File: src/rtl/map_draw_pkg.sv
// Shared definitions for the map redraw engine and the game-state controller:
// game state codes, background image indices, engine states and default geometry.
package map_draw_pkg;

  localparam logic [3:0] DRAW_INITIAL  = 4'd0;
  localparam logic [3:0] WAIT_INITIAL  = 4'd1;
  localparam logic [3:0] DRAW_LEVEL1   = 4'd2;
  localparam logic [3:0] WAIT_LEVEL1   = 4'd3;
  localparam logic [3:0] DRAW_LEVEL2   = 4'd4;
  localparam logic [3:0] WAIT_LEVEL2   = 4'd5;
  localparam logic [3:0] DRAW_LEVEL3   = 4'd6;
  localparam logic [3:0] WAIT_LEVEL3   = 4'd7;
  localparam logic [3:0] DRAW_LOST     = 4'd8;
  localparam logic [3:0] WAIT_LOST     = 4'd9;
  localparam logic [3:0] RETRY_LOST    = 4'd10;
  localparam logic [3:0] FINISHED_GAME = 4'd11;

  localparam logic [2:0] MAP_INITIAL  = 3'd0;
  localparam logic [2:0] MAP_LEVEL1   = 3'd1;
  localparam logic [2:0] MAP_LEVEL2   = 3'd2;
  localparam logic [2:0] MAP_LEVEL3   = 3'd3;
  localparam logic [2:0] MAP_LOST     = 3'd4;
  localparam logic [2:0] MAP_FINISHED = 3'd5;

  typedef enum logic [1:0] {
    IDLE  = 2'd0,
    DRAW  = 2'd1,
    FLUSH = 2'd2,
    DONE  = 2'd3
  } eng_state_t;

  localparam int DEF_H_RES    = 320;
  localparam int DEF_V_RES    = 240;
  localparam int DEF_COLOUR_W = 9;
  localparam int DEF_ADDR_W   = 17;

  // Unassigned codes (12..15) fall back to the initial background.
  function automatic logic [2:0] map_select(input logic [3:0] gs);
    case (gs)
      DRAW_INITIAL, WAIT_INITIAL:       map_select = MAP_INITIAL;
      DRAW_LEVEL1, WAIT_LEVEL1:         map_select = MAP_LEVEL1;
      DRAW_LEVEL2, WAIT_LEVEL2:         map_select = MAP_LEVEL2;
      DRAW_LEVEL3, WAIT_LEVEL3:         map_select = MAP_LEVEL3;
      DRAW_LOST, WAIT_LOST, RETRY_LOST: map_select = MAP_LOST;
      FINISHED_GAME:                    map_select = MAP_FINISHED;
      default:                          map_select = MAP_INITIAL;
    endcase
  endfunction

endpackage

File: src/rtl/map_scan_counter.sv
// Raster scan counter: x/y position and linear ROM address for a row-major
// sweep, with a flag marking the final pixel of the frame.
module map_scan_counter
  import map_draw_pkg::*;
#(
  parameter int H_RES  = DEF_H_RES,
  parameter int V_RES  = DEF_V_RES,
  parameter int ADDR_W = DEF_ADDR_W
) (
  input  logic              clock,
  input  logic              resetn,
  input  logic              start,
  input  logic              advance,
  output logic [8:0]        x,
  output logic [7:0]        y,
  output logic [ADDR_W-1:0] addr,
  output logic              last
);

  localparam logic [8:0] X_LAST = 9'(H_RES - 1);
  localparam logic [7:0] Y_LAST = 8'(V_RES - 1);

  assign last = (x == X_LAST) && (y == Y_LAST);

  // Row-major order makes the address a plain +1 per pixel; it holds at the
  // final pixel so it never leaves the frame.
  always_ff @(posedge clock or negedge resetn) begin
    if (!resetn) begin
      x    <= '0;
      y    <= '0;
      addr <= '0;
    end else if (start) begin
      x    <= '0;
      y    <= '0;
      addr <= '0;
    end else if (advance && !last) begin
      addr <= addr + ADDR_W'(1);
      if (x == X_LAST) begin
        x <= '0;
        y <= y + 8'd1;
      end else begin
        x <= x + 9'd1;
      end
    end
  end

endmodule

File: src/rtl/map_redraw_engine.sv
// Redraws the full-screen background on a drawMap request and answers with
// doneRedraw. Optional macro MAP_SKIP_TRANSPARENT_EN suppresses key-colour pixels.
module map_redraw_engine
  import map_draw_pkg::*;
#(
  parameter int                  H_RES         = DEF_H_RES,
  parameter int                  V_RES         = DEF_V_RES,
  parameter int                  COLOUR_W      = DEF_COLOUR_W,
  parameter int                  ADDR_W        = DEF_ADDR_W,
  parameter logic [COLOUR_W-1:0] TRANSP_COLOUR = COLOUR_W'(9'h1FF)
) (
  input  logic                clock,
  input  logic                resetn,
  input  logic                drawMap,
  input  logic [3:0]          gameState,
  input  logic [COLOUR_W-1:0] rom_data,
  output logic [2:0]          rom_sel,
  output logic [ADDR_W-1:0]   rom_addr,
  output logic [8:0]          x,
  output logic [7:0]          y,
  output logic [COLOUR_W-1:0] colour,
  output logic                plot,
  output logic                doneRedraw
);

`ifdef MAP_SKIP_TRANSPARENT_EN
  localparam bit SKIP_EN = 1'b1;
`else
  localparam bit SKIP_EN = 1'b0;
`endif

  eng_state_t        state, state_nxt;
  logic [3:0]        st_q;
  logic              start, advance, last;
  logic [8:0]        cnt_x;
  logic [7:0]        cnt_y;
  logic [ADDR_W-1:0] cnt_addr;
  logic              vld_p1;
  logic [8:0]        x_p1;
  logic [7:0]        y_p1;

  map_scan_counter #(
    .H_RES (H_RES),
    .V_RES (V_RES),
    .ADDR_W(ADDR_W)
  ) u_scan (
    .clock  (clock),
    .resetn (resetn),
    .start  (start),
    .advance(advance),
    .x      (cnt_x),
    .y      (cnt_y),
    .addr   (cnt_addr),
    .last   (last)
  );

  always_ff @(posedge clock or negedge resetn) begin
    if (!resetn) state <= IDLE;
    else         state <= state_nxt;
  end

  // Once started, a sweep ignores drawMap and gameState until DONE.
  always_comb begin
    state_nxt = state;
    start     = 1'b0;
    advance   = 1'b0;
    case (state)
      IDLE: begin
        if (drawMap) begin
          start     = 1'b1;
          state_nxt = DRAW;
        end
      end
      DRAW: begin
        advance = 1'b1;
        if (last) state_nxt = FLUSH;
      end
      FLUSH: state_nxt = DONE;
      DONE: begin
        if (gameState != st_q) state_nxt = IDLE;
      end
      default: state_nxt = IDLE;
    endcase
  end

  always_ff @(posedge clock or negedge resetn) begin
    if (!resetn) begin
      st_q    <= '0;
      rom_sel <= '0;
    end else if (start) begin
      st_q    <= gameState;
      rom_sel <= map_select(gameState);
    end
  end

  // Stage p0 -> p1: position follows its address by the one-cycle ROM latency.
  always_ff @(posedge clock or negedge resetn) begin
    if (!resetn) begin
      vld_p1 <= 1'b0;
      x_p1   <= '0;
      y_p1   <= '0;
    end else begin
      vld_p1 <= (state == DRAW);
      if (state == DRAW) begin
        x_p1 <= cnt_x;
        y_p1 <= cnt_y;
      end
    end
  end

  // The ROM output register is the colour stage, so colour is taken straight
  // from rom_data and qualified by the pipeline valid.
  assign rom_addr   = cnt_addr;
  assign x          = x_p1;
  assign y          = y_p1;
  assign colour     = vld_p1 ? rom_data : '0;
  assign plot       = vld_p1 && !(SKIP_EN && (rom_data == TRANSP_COLOUR));
  assign doneRedraw = (state == DONE);

endmodule

File: config.mk
export PLATFORM = sky130hd
export DESIGN_NAME = map_redraw_engine
export DESIGN_NICKNAME = d
export VERILOG_FILES = /design/src/rtl/map_draw_pkg.sv /design/src/rtl/map_scan_counter.sv /design/src/rtl/map_redraw_engine.sv
export SDC_FILE = /design/constraint.sdc
export NUM_CORES = 1
export LEC_CHECK = 0
export BUFFER_PORTS_ARGS = -buffer_cell sky130_fd_sc_hd__buf_2
export CELL_PAD_IN_SITES_DETAIL_PLACEMENT = 0
export CELL_PAD_IN_SITES_GLOBAL_PLACEMENT = 1
export CORE_MARGIN = 2
export CORE_UTILIZATION = 28
export CTS_CLUSTER_DIAMETER = 50
export DETAILED_ROUTE_END_ITERATION = 8
export PLACE_DENSITY_LB_ADDON = 0.1
export SYNTH_ARGS = -nofsm -noshare
export SYNTH_HDL_FRONTEND = slang
export SYNTH_SLANG_ARGS = --single-unit
File: constraint.sdc
create_clock -name clock -period 3.3 [get_ports clock]
set_clock_uncertainty 0.15 [all_clocks]
set_input_delay 0.165 -clock clock [delete_from_list [all_inputs] [get_ports clock]]
set_output_delay 0.165 -clock clock [all_outputs]
set_load 0.01 [all_outputs]
==> results.json, run 1 <==
{
  "arrival_ns": 2.55,
  "netlist_area_um2": 3020,
  "drv_slew": 0,
  "layout-drive-gt1-share": 0.295,
  "wl_per_cell_um": 14.2,
  "root_buffer": "clkbuf_8",
  "fmax_ghz": 0.403,
  "avgSynthCellArea_um2": 10.5,
  "rsz0062_at_grt": "false",
  "worstMarginPinSlew_ns": 0.926,
  "syn_to_final_growth_pct": 23.2,
  "ir_drop_mv": 0.161,
  "insertion_delay_ns": 0.34,
  "fin_nets": 383,
  "yosys_register_bits": 61,
  "p_leak_nw": 1.67,
  "clockBufferDepth": 2,
  "cp.depth": 6,
  "holdPathStages": 4,
  "clk_pin_slew_worst_paths_ns": 0.07,
  "netlist_instances": 287,
  "num_rows": 37,
  "yosys_warnings": 0,
  "antenna_found_initial": 0,
  "power.density_nw_per_um2": 377,
  "finalSetupViolations": 0,
  "cpLargestDelayFamily": "simple AND/OR/NAND/NOR gates",
  "wl_um": 7070,
  "grt_use_total": 0.130,
  "worstPathRequired_ns": 3.37,
  "relSlewSlack": 0.379,
  "cp-start-kind": "flop",
  "dr.first_iter.drc_count": 55,
  "cts_buffers": 9,
  "reg2reg_depth": 6,
  "overflow": 0,
  "die_h_um": 108,
  "final_common_cell": "buf_2",
  "htreeDepth": 3,
  "path_class": "flop to flop",
  "fin_crit_ns": 2.48,
  "path_buf_inv": 0,
  "cts.sinks": 61,
  "placedCellCount": 479,
  "dp_slack_ns": 0.807,
  "post_dp_cell_area_um2": 3490,
  "grt_pass1_wl_um": 11600,
  "final_cell_mix": "buf_2, dfrtp_1, nand2_1",
  "portBuffers": 63,
  "yosysSeqAreaShare": 0.506,
  "max_stage_delay_ns": 0.53,
  "die_width_um": 108,
  "dieArea_um2": 11600,
  "ys_types": 35,
  "firstDrtPassIters": 4,
  "start_util": 0.290,
  "coreArea_um2": 10400,
  "crit_path_end_kind": "flop",
  "n_antenna_cell": 0,
  "fin_crit_sh": 0.753,
  "grt_max_degree": 33,
  "cpMaxStageDelayCell": "and2_1",
  "io_pins": 64,
  "cts_tree": "done",
  "ant_nets": 0,
  "hpwl_um": 4820,
  "syn-num-nets": 311,
  "path_max_fanout": 15,
  "final_hold_viol_count": 0,
  "crit_chain": "ha_1, and3_1, and2_1, a21boi_4, a311oi_4, mux2_1",
  "vias": 2318,
  "setup_tns_ns": 0,
  "viasPerCell": 4.65,
  "final.setup.worst_slack_ns": 0.816,
  "cts-resized-gates": 0,
  "hold_ws_ns": 0.176,
  "hp-class": "input port to flop",
  "maxCapViolations": 0,
  "status": "finished clean",
  "finish.instance_area_um2": 3720,
  "fin_cells": 499,
  "place_congestion": 0.730,
  "drc": 0,
  "grt_pass1_vias": 2239
}
metrics by stage:
step	total power, W	utilization
after global placement	0.000807	0.335
after floorplan	0.000773	-
after detailed placement	0.000807	0.335
final	0.00140	0.357
after global routing	0.00147	0.357
after CTS	0.00143	0.357
routing by layer:
| layer | global-route usage | up-vias | part of all wire |
|---|---|---|---|
| met5 | 0 | - | 0 |
| met4 | 0.0549 | 0 | 0.018 |
| met3 | 0.0285 | 11 | 0.043 |
| met2 | 0.199 | 57 | 0.44 |
| met1 | 0.176 | 1106 | 0.49 |
| li1 | - | 1144 | - |
synth_stat cells:
| cell | instances | area share |
|---|---|---|
| inv_1 | 3 | 0.0037 |
| a311oi_4 | 1 | 0.0087 |
| nand4b_2 | 1 | 0.0050 |
| a311oi_1 | 2 | 0.0058 |
| and3_1 | 11 | 0.023 |
| a21oi_1 | 14 | 0.023 |
| or3_1 | 1 | 0.0021 |
| nand2_1 | 33 | 0.041 |
| a31o_2 | 2 | 0.0058 |
| nor3_4 | 1 | 0.0054 |
| nand4_1 | 4 | 0.0083 |
| mux2i_1 | 4 | 0.013 |
| dfrtp_1 | 61 | 0.51 |
| and4_1 | 5 | 0.015 |
| clkbuf_1 | 8 | 0.010 |
| nand3_1 | 14 | 0.023 |
| a21boi_4 | 1 | 0.0062 |
| mux2_1 | 1 | 0.0037 |
| nand3b_1 | 2 | 0.0050 |
| xnor2_1 | 14 | 0.041 |
| xor2_1 | 10 | 0.029 |
| buf_1 | 2 | 0.0025 |
| mux2_2 | 17 | 0.063 |
| and2_1 | 11 | 0.023 |
| o21ai_0 | 6 | 0.010 |
| a21bo_2 | 1 | 0.0033 |
| a211oi_1 | 9 | 0.022 |
| nor2b_1 | 2 | 0.0041 |
| ha_1 | 8 | 0.033 |
| o211a_1 | 1 | 0.0033 |
| nor3_1 | 3 | 0.0050 |
| nor2_1 | 29 | 0.036 |
| buf_2 | 2 | 0.0033 |
| a31oi_1 | 2 | 0.0041 |
| and4b_1 | 1 | 0.0033 |
state kept, by name, indices dropped and copies added (netlist names):
name / count
x: 9
u_scan.y: 8
plot: 1
y: 8
st_q: 4
u_scan.addr: 17
u_scan.x: 9
rom_sel: 3
state: 2
power breakdown:
group	internal, W	switching (W)	total, W
sequential	0.000747	0	0.000747
clock	0.000307	0.000301	0.000608
combinational	0.0000201	0.0000275	0.0000476
total	0.00107	0.000328	0.00140
tightest hold or removal path: cells and delay by family:
| kind | cells | cell delay, ns |
|---|---|---|
| and+or+nand+nor | 3 | 0.36 |
| buffers and inverters | 1 | 0.11 |
cell families after synthesis:
logic type               count (synthesis)  share of synthesized area
AO/OA/AOI/OAI                           39                     0.0929
AND/OR/NAND/NOR                        118                      0.199
adder cells (fa/ha/maj)                  8                     0.0332
multiplexers                            22                     0.0804
buffers and inverters                   15                     0.0195
XOR/XNOR                                24                     0.0697
flip-flops                              61                      0.506
cell type report:
| type | count | area, µm² |
|---|---|---|
| Inverter | 3 | 11.3 |
| Sequential cell | 61 | 1530 |
| Multi-Input combinational cell | 211 | 1430 |
| Clock buffer | 11 | 151 |
| Clock inverter | 4 | 23.8 |
| Fill cell | 1063 | 6700 |
| Tap cell | 136 | 170 |
| Timing Repair Buffer | 73 | 403 |
final timing paths:
check	from	end	slack, ns
max	u_scan.y[0]	state[1]	0.82
max reg2reg	u_scan.y[0]	state[1]	0.82
max in group asynchronous	resetn	u_scan.y[0]	2.09
min in group asynchronous	resetn	u_scan.addr[5]	0.21
min reg2reg	rom_sel[2]	rom_sel[2]	0.32
min	drawMap	st_q[3]	0.18
timing repair:
action / in CTS / in global routing
hold buffers: 5 / 0
buffers inserted: 0 / 0
endpoints found under the hold margin: 30 / 0
Power figures use the tool's default switching activity.
==> inputs of run 2 (changes only) <==
==> constraint.sdc (replaced) <==
create_clock -name clock -period 2.48 [get_ports clock]
set_clock_uncertainty 0.15 [all_clocks]
set_input_delay 0.124 -clock clock [delete_from_list [all_inputs] [get_ports clock]]
set_output_delay 0.124 -clock clock [all_outputs]
set_load 0.01 [all_outputs]
==> run 2 against run 1 <==
Die area stayed put. Worst hold slack better by 0.015 ns. Critical path depth stayed put. Sequential power is 33% higher. Non-clock buffer count is 5 higher. Clock power is 38% higher. First-iteration DRC count is 120% higher. Critical endpoint unchanged.
==> results.json, run 2 (synthesis results as in run 1) <==
{
  "status": "finished clean",
  "cts.sinks": 61,
  "path_class": "flop to flop",
  "grt_max_degree": 62,
  "grt_use_total": 0.130,
  "path_max_fanout": 7,
  "p_leak_nw": 1.70,
  "root_buffer": "clkbuf_8",
  "cts_buffers": 9,
  "fin_crit_ns": 2.18,
  "crit_end": "state[1]",
  "wl_um": 7090,
  "cts-resized-gates": 0,
  "r2r_slack_ns": 0.30,
  "final_cell_mix": "buf_2, dfrtp_1, nand2_1",
  "cts_tree": "done",
  "hp-class": "input port to flop",
  "clockBufferDepth": 2,
  "nFillCells": 1089,
  "htreeDepth": 3,
  "regMostFlops": "u_scan.addr",
  "die_width_um": 108,
  "antenna_found_initial": 0,
  "portBuffers": 63,
  "place_congestion": 0.704,
  "fmax_ghz": 0.460,
  "drv_slew": 0,
  "insertion_delay_ns": 0.33,
  "dieArea_um2": 11600,
  "final_common_cell": "buf_2",
  "clk_pin_slew_worst_paths_ns": 0.07,
  "vias": 2348,
  "worstPathRequired_ns": 2.55,
  "start_util": 0.290,
  "r2r-start": "u_scan.y[0]",
  "drc": 0,
  "num_rows": 37,
  "dr.first_iter.drc_count": 123,
  "fin_crit_sh": 0.877,
  "firstDrtPassIters": 4,
  "viasPerCell": 4.66,
  "layout-drive-gt1-share": 0.302,
  "coreArea_um2": 10400,
  "overflow": 0,
  "p_total_w": 0.00189,
  "ir_drop_mv": 0.199,
  "relSlewSlack": 0.460,
  "setup_tns_ns": 0,
  "grt_pass1_vias": 2319,
  "reg2reg_depth": 6,
  "worstMarginPinSlew_ns": 0.810,
  "startpoint": "u_scan.y[0]",
  "die_h_um": 108,
  "syn_to_final_growth_pct": 25.0,
  "maxCapViolations": 0,
  "hpwl_um": 4890,
  "r2r-end": "state[1]",
  "final_hold_viol_count": 0,
  "rsz0062_at_grt": "false",
  "largest_reg_flops": 17,
  "wl_per_cell_um": 14.1,
  "holdPathStages": 4,
  "ant_nets": 0,
  "n_antenna_cell": 0,
  "reg_top3": "u_scan.addr (17), u_scan.x (9), x (9)",
  "arrival_ns": 2.24,
  "finalSetupViolations": 0,
  "power.density_nw_per_um2": 502,
  "cp-start-kind": "flop",
  "crit_path_end_kind": "flop",
  "io_pins": 64,
  "fin_nets": 388,
  "grt_pass1_wl_um": 11800
}
## run 2: changes by cell type in the layout (fill, tap and decap cells not counted), sizes merged
cell,before,now
bufinv,0,1
clkbuf,11,10
buf,68,73
clkinv,4,3
clkinvlp,0,1
## run 2: report_power, final
part / switching, W / internal (W) / total [W] / leakage, nW
registers: 0 / 0.000995 / 0.000995 / 0.711
clock network: 0.000384 / 0.000453 / 0.000837 / 0.0919
logic: 0.0000361 / 0.0000257 / 0.0000618 / 0.896
total: 0.000420 / 0.00147 / 0.00189 / 1.70
## run 2: critical path: stages, from the launching register on
cell and delay, ns:
dfrtp_1 0.39, ha_1 0.18, and3_1 0.21, and2_1 0.37, a21boi_4 0.11, a311oi_4 0.30, mux2_1 0.35
## run 2: how the worst min path moves through the flow
stage          slack (ns)        endpoint    startpoint
2_1_floorplan       -0.32            plot        resetn
3_3_place_gp         0.22         st_q[1]  gameState[1]
3_5_place_dp         0.22  u_scan.addr[7]        resetn
4_1_cts              0.19        state[0]       drawMap
5_1_grt              0.20        state[0]       drawMap
6_report             0.19        state[0]       drawMap
## run 2: through the flow
step	hold slack (ns)	worst slack (ns)	cell area [µm²]	util	instances
final	0.191	0.305	3770	0.362	504
after global routing	0.200	0.180	3770	0.362	504
after CTS	0.187	0.272	3770	0.362	504
after detailed placement	0.216	0.289	3540	0.340	484
after global placement	0.216	0.313	3540	0.340	484
after floorplan	-0.322	0.368	3020	-	287
## run 2: layout make-up
| class | instances | area (µm²) | share of cell area |
|---|---|---|---|
| clock buffer | 10 | 128 | 0.0338 |
| clock inverter | 5 | 52.6 | 0.0139 |
| inverter | 3 | 11.3 | 0.00298 |
| multi-input combinational | 211 | 1430 | 0.380 |
| sequential | 61 | 1530 | 0.405 |
| tap | 136 | 170 | 0.0451 |
| timing repair buffer | 78 | 453 | 0.120 |
## run 2: metal layers
metal | wire length [µm] | global-route usage | part of all wire
met1 | 3470 | 0.168 | 0.49
met2 | 3230 | 0.210 | 0.46
met3 | 316 | 0.0381 | 0.045
met4 | 75 | 0.0412 | 0.011
met5 | 0 | 0 | 0
## run 2: timing repair
action / 4_1_cts / 5_1_grt
hold endpoints to repair: 68 / 0
hold buffers: 5 / 0
buffers inserted: 0 / 0
